==> config.mk <==
export PLATFORM = sky130hd
export DESIGN_NAME = fft_power_peak
export DESIGN_NICKNAME = d
export VERILOG_FILES = /design/src/rtl/fft_power_peak_pkg.sv /design/src/rtl/fft_power_peak_tracker.sv /design/src/rtl/fft_power_peak.sv
export SDC_FILE = /design/constraint.sdc
export NUM_CORES = 1
export LEC_CHECK = 0
export ABC_AREA = 1
export BUFFER_PORTS_ARGS = -buffer_cell sky130_fd_sc_hd__clkbuf_2
export CORE_ASPECT_RATIO = 1.2
export CORE_UTILIZATION = 45
export CTS_BUF_LIST = sky130_fd_sc_hd__clkbuf_16
export CTS_CLUSTER_SIZE = 25
export DETAILED_ROUTE_END_ITERATION = 16
export SYNTH_ARGS = -nofsm -noshare
export SYNTH_HDL_FRONTEND = slang
export SYNTH_SLANG_ARGS = --single-unit
==> constraint.sdc <==
create_clock -name i_clk -period 13.2 [get_ports i_clk]
set_clock_uncertainty 0.05 [all_clocks]
set_input_delay 1.98 -clock i_clk [delete_from_list [all_inputs] [get_ports i_clk]]
set_output_delay 1.98 -clock i_clk [all_outputs]
set_load 0.02 [all_outputs]
==> src/rtl/fft_power_peak_pkg.sv <==
// Shared field positions and widths for the FFT power/peak block.
package fft_power_peak_pkg;

    localparam int TDATA_HALF_W    = 16;
    localparam int TUSER_INDEX_LSB = 0;
    localparam int TUSER_EXP_LSB   = 16;
    localparam int TUSER_EXP_MSB   = 20;
    localparam int BLK_EXP_W       = TUSER_EXP_MSB - TUSER_EXP_LSB + 1;
    localparam int PWR_EXP_W       = 6;

    function automatic int pwr_width(input int in_width);
        return 2 * in_width;
    endfunction

endpackage

==> src/rtl/fft_power_peak_tracker.sv <==
// Per-frame peak search, frame-length check and report register on the power stream.
module fft_power_peak_tracker
    import fft_power_peak_pkg::*;
#(
    parameter int LOG2_FFT_LEN  = 11,
    parameter int PW            = 24,
    parameter int PEAK_MIN_BIN  = 1,
    parameter int HALF_SPECTRUM = 1
) (
    input  logic                    i_clk,
    input  logic                    i_rst,
    input  logic                    i_clken,
    input  logic                    i_vld,
    input  logic                    i_last,
    input  logic [PW-1:0]           i_pwr,
    input  logic [LOG2_FFT_LEN-1:0] i_index,
    input  logic [PWR_EXP_W-1:0]    i_exp,
    output logic                    o_peak_vld,
    output logic [LOG2_FFT_LEN-1:0] o_peak_index,
    output logic [PW-1:0]           o_peak_pwr,
    output logic [PWR_EXP_W-1:0]    o_peak_exp,
    output logic                    o_frame_err
);

    localparam int IW = LOG2_FFT_LEN;
    localparam logic [IW-1:0] MIN_IDX  = IW'(PEAK_MIN_BIN);
    localparam logic [IW-1:0] HALF_IDX = IW'(1 << (IW - 1));
    localparam logic [IW-1:0] LAST_CNT = '1;

    logic            first_q, first_d;
    logic [IW-1:0]   best_idx_q, best_idx_d;
    logic [PW-1:0]   best_pwr_q, best_pwr_d;
    logic [IW-1:0]   cnt_q, cnt_d;
    logic            err_q, err_d;
    logic            rpt_vld_q, rpt_vld_d;
    logic [IW-1:0]   rpt_idx_q, rpt_idx_d;
    logic [PW-1:0]   rpt_pwr_q, rpt_pwr_d;
    logic [PWR_EXP_W-1:0] rpt_exp_q, rpt_exp_d;
    logic            rpt_err_q, rpt_err_d;

    logic            eligible, take;
    logic [IW-1:0]   cur_idx;
    logic [PW-1:0]   cur_pwr;

    // NOTE: every variable gets a default first so no path leaves it unassigned (no latch).
    always_comb begin
        first_d    = first_q;
        best_idx_d = best_idx_q;
        best_pwr_d = best_pwr_q;
        cnt_d      = cnt_q;
        err_d      = err_q;
        rpt_vld_d  = 1'b0;
        rpt_idx_d  = rpt_idx_q;
        rpt_pwr_d  = rpt_pwr_q;
        rpt_exp_d  = rpt_exp_q;
        rpt_err_d  = 1'b0;

        eligible = (i_index >= MIN_IDX) && ((HALF_SPECTRUM == 0) || (i_index < HALF_IDX));
        // Strict compare on later bins keeps the lowest index on ties.
        take     = i_vld && eligible && (first_q || (i_pwr > best_pwr_q));
        cur_idx  = take ? i_index : best_idx_q;
        cur_pwr  = take ? i_pwr   : best_pwr_q;

        if (i_vld) begin
            if (i_last) begin
                rpt_vld_d  = 1'b1;
                rpt_idx_d  = cur_idx;
                rpt_pwr_d  = cur_pwr;
                rpt_exp_d  = i_exp;
                rpt_err_d  = err_q || (cnt_q != LAST_CNT);
                err_d      = 1'b0;
                cnt_d      = '0;
                first_d    = 1'b1;
                best_idx_d = '0;
                best_pwr_d = '0;
            end else begin
                first_d    = first_q && !eligible;
                best_idx_d = cur_idx;
                best_pwr_d = cur_pwr;
                if (cnt_q == LAST_CNT) begin
                    err_d = 1'b1;
                    cnt_d = '0;
                end else begin
                    cnt_d = cnt_q + IW'(1);
                end
            end
        end
    end

    always_ff @(posedge i_clk) begin
        if (i_rst) begin
            first_q    <= 1'b1;
            best_idx_q <= '0;
            best_pwr_q <= '0;
            cnt_q      <= '0;
            err_q      <= 1'b0;
            rpt_vld_q  <= 1'b0;
            rpt_idx_q  <= '0;
            rpt_pwr_q  <= '0;
            rpt_exp_q  <= '0;
            rpt_err_q  <= 1'b0;
        end else if (i_clken) begin
            first_q    <= first_d;
            best_idx_q <= best_idx_d;
            best_pwr_q <= best_pwr_d;
            cnt_q      <= cnt_d;
            err_q      <= err_d;
            rpt_vld_q  <= rpt_vld_d;
            rpt_idx_q  <= rpt_idx_d;
            rpt_pwr_q  <= rpt_pwr_d;
            rpt_exp_q  <= rpt_exp_d;
            rpt_err_q  <= rpt_err_d;
        end
    end

    assign o_peak_vld   = rpt_vld_q;
    assign o_peak_index = rpt_idx_q;
    assign o_peak_pwr   = rpt_pwr_q;
    assign o_peak_exp   = rpt_exp_q;
    assign o_frame_err  = rpt_err_q;

endmodule

==> src/rtl/fft_power_peak.sv <==
// Three-stage power pipeline (register, square, sum) feeding the frame peak tracker.
module fft_power_peak
    import fft_power_peak_pkg::*;
#(
    parameter int LOG2_FFT_LEN  = 11,
    parameter int IN_WIDTH      = 12,
    parameter int PEAK_MIN_BIN  = 1,
    parameter int HALF_SPECTRUM = 1
) (
    input  logic                           i_clk,
    input  logic                           i_rst,
    input  logic                           i_clken,
    input  logic                           i_axi4s_data_tvalid,
    input  logic [31:0]                    i_axi4s_data_tdata,
    input  logic                           i_axi4s_data_tlast,
    input  logic [23:0]                    i_axi4s_data_tuser,
    output logic                           o_pwr_tvalid,
    output logic [pwr_width(IN_WIDTH)-1:0] o_pwr_tdata,
    output logic                           o_pwr_tlast,
    output logic [LOG2_FFT_LEN-1:0]        o_pwr_index,
    output logic [PWR_EXP_W-1:0]           o_pwr_exp,
    output logic                           o_peak_vld,
    output logic [LOG2_FFT_LEN-1:0]        o_peak_index,
    output logic [pwr_width(IN_WIDTH)-1:0] o_peak_pwr,
    output logic [PWR_EXP_W-1:0]           o_peak_exp,
    output logic                           o_frame_err
);

    localparam int PW = pwr_width(IN_WIDTH);
    localparam int IW = LOG2_FFT_LEN;

    logic                        s1_vld_q, s2_vld_q, s3_vld_q;
    logic                        s1_last_q, s2_last_q, s3_last_q;
    logic signed [IN_WIDTH-1:0]  s1_re_q, s1_im_q;
    logic [IW-1:0]               s1_idx_q, s2_idx_q, s3_idx_q;
    logic [BLK_EXP_W-1:0]        s1_exp_q, s2_exp_q;
    logic [PWR_EXP_W-1:0]        s3_exp_q, s3_exp_d;
    logic signed [PW-1:0]        s2_pr_q, s2_pr_d, s2_pi_q, s2_pi_d;
    logic [PW-1:0]               s3_pwr_q, s3_pwr_d;
    logic                        unused_bits;

    // Upper tdata/tuser bits are sign extension or reserved.
    assign unused_bits = ^{i_axi4s_data_tdata, i_axi4s_data_tuser};

    // Each square of a signed IN_WIDTH value fits in PW signed bits; the sum fits PW unsigned.
    always_comb begin
        s2_pr_d  = PW'(s1_re_q) * PW'(s1_re_q);
        s2_pi_d  = PW'(s1_im_q) * PW'(s1_im_q);
        s3_pwr_d = $unsigned(s2_pr_q) + $unsigned(s2_pi_q);
        s3_exp_d = {s2_exp_q, 1'b0};
    end

    // NOTE: sequential state uses non-blocking assignments so all stages advance together.
    always_ff @(posedge i_clk) begin
        if (i_rst) begin
            s1_vld_q  <= 1'b0;
            s2_vld_q  <= 1'b0;
            s3_vld_q  <= 1'b0;
            s1_last_q <= 1'b0;
            s2_last_q <= 1'b0;
            s3_last_q <= 1'b0;
            s1_re_q   <= '0;
            s1_im_q   <= '0;
            s1_idx_q  <= '0;
            s2_idx_q  <= '0;
            s3_idx_q  <= '0;
            s1_exp_q  <= '0;
            s2_exp_q  <= '0;
            s3_exp_q  <= '0;
            s2_pr_q   <= '0;
            s2_pi_q   <= '0;
            s3_pwr_q  <= '0;
        end else if (i_clken) begin
            s1_vld_q  <= i_axi4s_data_tvalid;
            s1_last_q <= i_axi4s_data_tvalid && i_axi4s_data_tlast;
            if (i_axi4s_data_tvalid) begin
                s1_re_q  <= i_axi4s_data_tdata[IN_WIDTH-1:0];
                s1_im_q  <= i_axi4s_data_tdata[TDATA_HALF_W +: IN_WIDTH];
                s1_idx_q <= i_axi4s_data_tuser[TUSER_INDEX_LSB +: IW];
                s1_exp_q <= i_axi4s_data_tuser[TUSER_EXP_MSB:TUSER_EXP_LSB];
            end
            s2_vld_q  <= s1_vld_q;
            s2_last_q <= s1_last_q;
            if (s1_vld_q) begin
                s2_pr_q  <= s2_pr_d;
                s2_pi_q  <= s2_pi_d;
                s2_idx_q <= s1_idx_q;
                s2_exp_q <= s1_exp_q;
            end
            s3_vld_q  <= s2_vld_q;
            s3_last_q <= s2_last_q;
            if (s2_vld_q) begin
                s3_pwr_q <= s3_pwr_d;
                s3_idx_q <= s2_idx_q;
                s3_exp_q <= s3_exp_d;
            end
        end
    end

    assign o_pwr_tvalid = s3_vld_q;
    assign o_pwr_tdata  = s3_pwr_q;
    assign o_pwr_tlast  = s3_last_q;
    assign o_pwr_index  = s3_idx_q;
    assign o_pwr_exp    = s3_exp_q;

    fft_power_peak_tracker #(
        .LOG2_FFT_LEN  (LOG2_FFT_LEN),
        .PW            (PW),
        .PEAK_MIN_BIN  (PEAK_MIN_BIN),
        .HALF_SPECTRUM (HALF_SPECTRUM)
    ) u_tracker (
        .i_clk        (i_clk),
        .i_rst        (i_rst),
        .i_clken      (i_clken),
        .i_vld        (s3_vld_q),
        .i_last       (s3_last_q),
        .i_pwr        (s3_pwr_q),
        .i_index      (s3_idx_q),
        .i_exp        (s3_exp_q),
        .o_peak_vld   (o_peak_vld),
        .o_peak_index (o_peak_index),
        .o_peak_pwr   (o_peak_pwr),
        .o_peak_exp   (o_peak_exp),
        .o_frame_err  (o_frame_err)
    );

endmodule

==> insert_results.sql <==
INSERT INTO impl_metrics (metric_group, metric, value, unit) VALUES
('yosys', 'synth_warn', '0', ''),
('yosys', 'post_synth_main_area_contributors', 'fa_1 (24%), dfxtp_1 (23%), inv_1 (11%)', ''),
('floorplan', 'placementRows', '86', ''),
('clock_network', 'cts_hold_repair.buffers', '0', ''),
('yosys', 'synth-seq-area-share', '0.2282', ''),
('final_layout', 'finish.net_count', '3265', ''),
('clock_network', 'numClockSinks', '238', ''),
('final_layout', 'insertedDiodeCount', '0', ''),
('sta', 'tightestPinTransition', '1.107', 'ns'),
('final_layout', 'layout_cell_share_with_drive_strength_beyond_1', '0.07725', ''),
('pwr', 'power_leakage', '12.16', 'nW'),
('worst_setup_path', 'criticalPathCategory', 'register to register', ''),
('yosys', 'synth.top_cell.area_share', '0.2388', ''),
('sta', 'fmax', '170.3', 'MHz'),
('yosys', 'netlist_area', '0.02088', 'mm^2'),
('sta', 'final.hold.worst_slack', '0.4022', 'ns'),
('worst_setup_path', 'data_arrival_time_at_the_worst_slack_endpoint', '6.28', 'ns'),
('placement', 'placement.io_buffers', '128', ''),
('global_route', 'grt_pass1_wl', '83.70', 'mm'),
('sta', 'setup-violations-final', '0', ''),
('placement', 'place_worst_setup_slack', '7.370', 'ns'),
('clock_network', 'clock_tree_root', 'clkbuf_16', ''),
('floorplan', 'design.die.area', '0.04726', 'mm^2'),
('sta', 'max_slew_margin', '0.2614', ''),
('yosys', 'netlist.top_cell.by_area', 'fa_1', ''),
('global_route', 'gr-total-overflow', '0', ''),
('floorplan', 'design.core.area', '0.04584', 'mm^2'),
('clock_network', 'post_cts.repair.setup_buffers', '0', ''),
('pwr', 'finalPower', '2.067', 'mW'),
('yosys', 'synth_most_common_cell', 'inv_1', ''),
('floorplan', 'ios', '147', ''),
('sta', 'report.final.hold_viol_count', '0', ''),
('final_layout', 'fillers', '4606', ''),
('sta', 'slew_viol_final', '0', ''),
('hold_path', 'hp-class', 'register to register', ''),
('sta', 'timing.final.crit_share', '0.4448', ''),
('placement', 'hpwlAfterDp', '40.04', 'mm'),
('detailed_routing', 'avgViaCountPerCell', '4.912', ''),
('yosys', 'post_synth_num_cell_types', '39', ''),
('detailed_routing', 'drt_pass1_iterations', '5', ''),
('yosys', 'synth_enable_flop_cells', '0', ''),
('worst_setup_path', 'timing.critical_path.from_type', 'register', ''),
('final_layout', 'area_growth', '9.421', '%'),
('clock_network', 'tritoncts_clock_tree', 'built', ''),
('global_route', 'globalRouteTotalUtil', '0.2192', ''),
('sta', 'setup_tns', '0', 'ns'),
('sta', 'grt_setup_unrepaired', 'no', ''),
('detailed_routing', 'wire_per_inst', '14.76', 'um'),
('yosys', 'total_of_flip_flops_plus_latches_after_synthesis', '238', ''),
('clock_network', 'cts_max_level', '1', ''),
('clock_network', 'clk_pin_slew_worst_paths', '0.06', 'ns'),
('floorplan', 'initial_core_util', '0.4555', ''),
('sta', 'finalWorstSetupSlack', '7.329', 'ns'),
('floorplan', 'die-width', '198.6', 'um'),
('detailed_routing', 'via_count', '16889', ''),
('pwr', 'max-vdd-ir-drop', '93.14', 'uV'),
('clock_network', 'max-clock-path-buffers', '3', ''),
('clock_network', 'worst_skew_pair.late_latency', '0.56', 'ns'),
('floorplan', 'fp.dieH', '238.0', 'um'),
('yosys', 'share_of_flip_flops_with_an_asynchronous_set_or_reset_after_synthesis', '0', ''),
('global_route', 'antenna_violations_before_repair', '0', ''),
('global_route', 'grt_pass1_vias', '17128', ''),
('status', 'run_status', 'finished clean', ''),
('worst_setup_path', 'critPathMaxFanout', '15', ''),
('worst_setup_path', 'end_kind', 'register', ''),
('clock_network', 'cts-buffers-inserted', '27', ''),
('sta', 'post-route-min-period', '5.871', 'ns'),
('detailed_routing', 'iteration_0_drc_markers', '664', ''),
('yosys', 'synth-main-ff-cell', 'dfxtp_1', ''),
('pwr', 'pwr_density_cell', '90.48', 'mW/mm^2'),
('yosys', 'synth_cells', '2736', ''),
('placement', 'gp_congestion', '0.9101', ''),
('final_layout', 'final_util', '0.4984', ''),
('yosys', 'synth_common_cells', 'inv_1 (597), nand2_1 (449), nor2_1 (255), fa_1 (249), dfxtp_1 (238)', ''),
('global_route', 'maximum_number_of_pins_on_one_net_before_global_route_repair', '85', ''),
('clock_network', 'cts-resized-gates', '0', ''),
('yosys', 'syn-mean-instance-area', '7.631', 'um^2'),
('detailed_routing', 'drt_drc_violations_left', '0', ''),
('flow_run', 'maxCapViolCount', '0', ''),
('detailed_routing', 'route.antenna.remaining_nets', '0', ''),
('worst_setup_path', 'cp.required', '13.60', 'ns'),
('detailed_routing', 'detailed_route_wl', '50.75', 'mm');
[final timing paths]
kind | cells past startpoint | end | slack, ns | from
hold reg to reg | 2 | u_tracker.o_peak_index[1] | 0.40 | u_tracker.o_peak_index[1]
hold / removal | 2 | u_tracker.o_peak_index[1] | 0.40 | u_tracker.o_peak_index[1]
setup / recovery | 23 | s2_pr_q[23] | 7.33 | s1_re_q[0]
setup reg to reg | 23 | s2_pr_q[23] | 7.33 | s1_re_q[0]
[report_power, final]
group          leakage (nW)  switching [mW]  internal (mW)  total (mW)
logic                  9.76           0.329          0.196       0.525
registers              1.93          0.0349          0.739       0.774
clock network         0.461           0.318          0.450       0.768
[flip-flops by register name, summed over array words and instances (netlist names), 5 cells and up]
register	flops
o_pwr_index	11
u_tracker.best_idx_q	11
s1_idx_q	11
s1_im_q	12
u_tracker.o_peak_index	11
u_tracker.o_peak_exp	5
u_tracker.o_peak_pwr	24
s2_exp_q	5
s2_pr_q	23
u_tracker.best_pwr_q	24
u_tracker.cnt_q	11
o_pwr_tdata	24
s2_idx_q	11
s2_pi_q	23
s1_re_q	12
o_pwr_exp	5
s1_exp_q	5
[layout make-up]
type | count | area, um^2 | area share
Sequential cell | 238 | 4765 | 0.2086
Clock inverter | 22 | 212.7 | 0.009311
Tap cell | 616 | 770.7 | 0.03374
Multi-Input combinational cell | 1795 | 13440 | 0.5885
Clock buffer | 27 | 675.6 | 0.02958
Inverter | 602 | 2261 | 0.09897
Timing Repair Buffer | 138 | 715.7 | 0.03133
[cells by family after synthesis]
logic type | count (synthesis) | share of synthesized area
fa+ha+maj | 402 | 0.3305
compound gates | 432 | 0.1103
other cells | 1 | 0.0001796
xor+xnor | 56 | 0.02349
buf+inv | 704 | 0.1286
simple gates | 903 | 0.1788
flops | 238 | 0.2282
[layer usage]
metal  global-route usage  up-vias  wire [um]
met5                    0        -          0
met4              0.06131        0       1142
met3              0.01767       71       1606
met2               0.4058      278      25810
met1               0.2691     8012      22190
li1                     -     8528          -
[worst max-delay path, cell delays in order, from the launching register on]
cell	delay, ns
dfxtp_1	0.91
nand2_1	0.23
fa_1	0.58
inv_1	0.06
ha_1	0.48
inv_1	0.17
fa_1	0.50
inv_1	0.05
fa_1	0.53
inv_1	0.05
fa_1	0.47
inv_1	0.04
ha_1	0.33
a21oi_1	0.23
o21ai_0	0.20
a21o_1	0.21
nand2_1	0.06
nand2_1	0.04
nor2_1	0.23
inv_1	0.07
nand3_1	0.07
nand3_1	0.06
nand2_1	0.09
inv_1	0.03
[placed cells by master (no fill, tap or decap), drive strengths merged, types with 11 or more instances in the layout]
cell / count
nand3: 121
inv: 607
dfxtp: 238
o21ai: 204
o211ai: 15
nor2: 257
clkinv: 13
nand2: 476
clkbuf: 154
ha: 153
o21bai: 11
nand4: 21
buf: 11
nor3: 13
fa: 249
xor2: 30
xnor2: 26
a21o: 13
a21oi: 172
[stage by stage]
| stage | cells | instance area (um^2) |
|---|---|---|
| floorplan | 2737 | 20880 |
| global placement | 3389 | 21960 |
| detailed placement | 3389 | 21960 |
| CTS | 3438 | 22840 |
| global route | 3438 | 22840 |
| finish | 3438 | 22840 |
No activity file was read; power rests on OpenSTA's default activity.
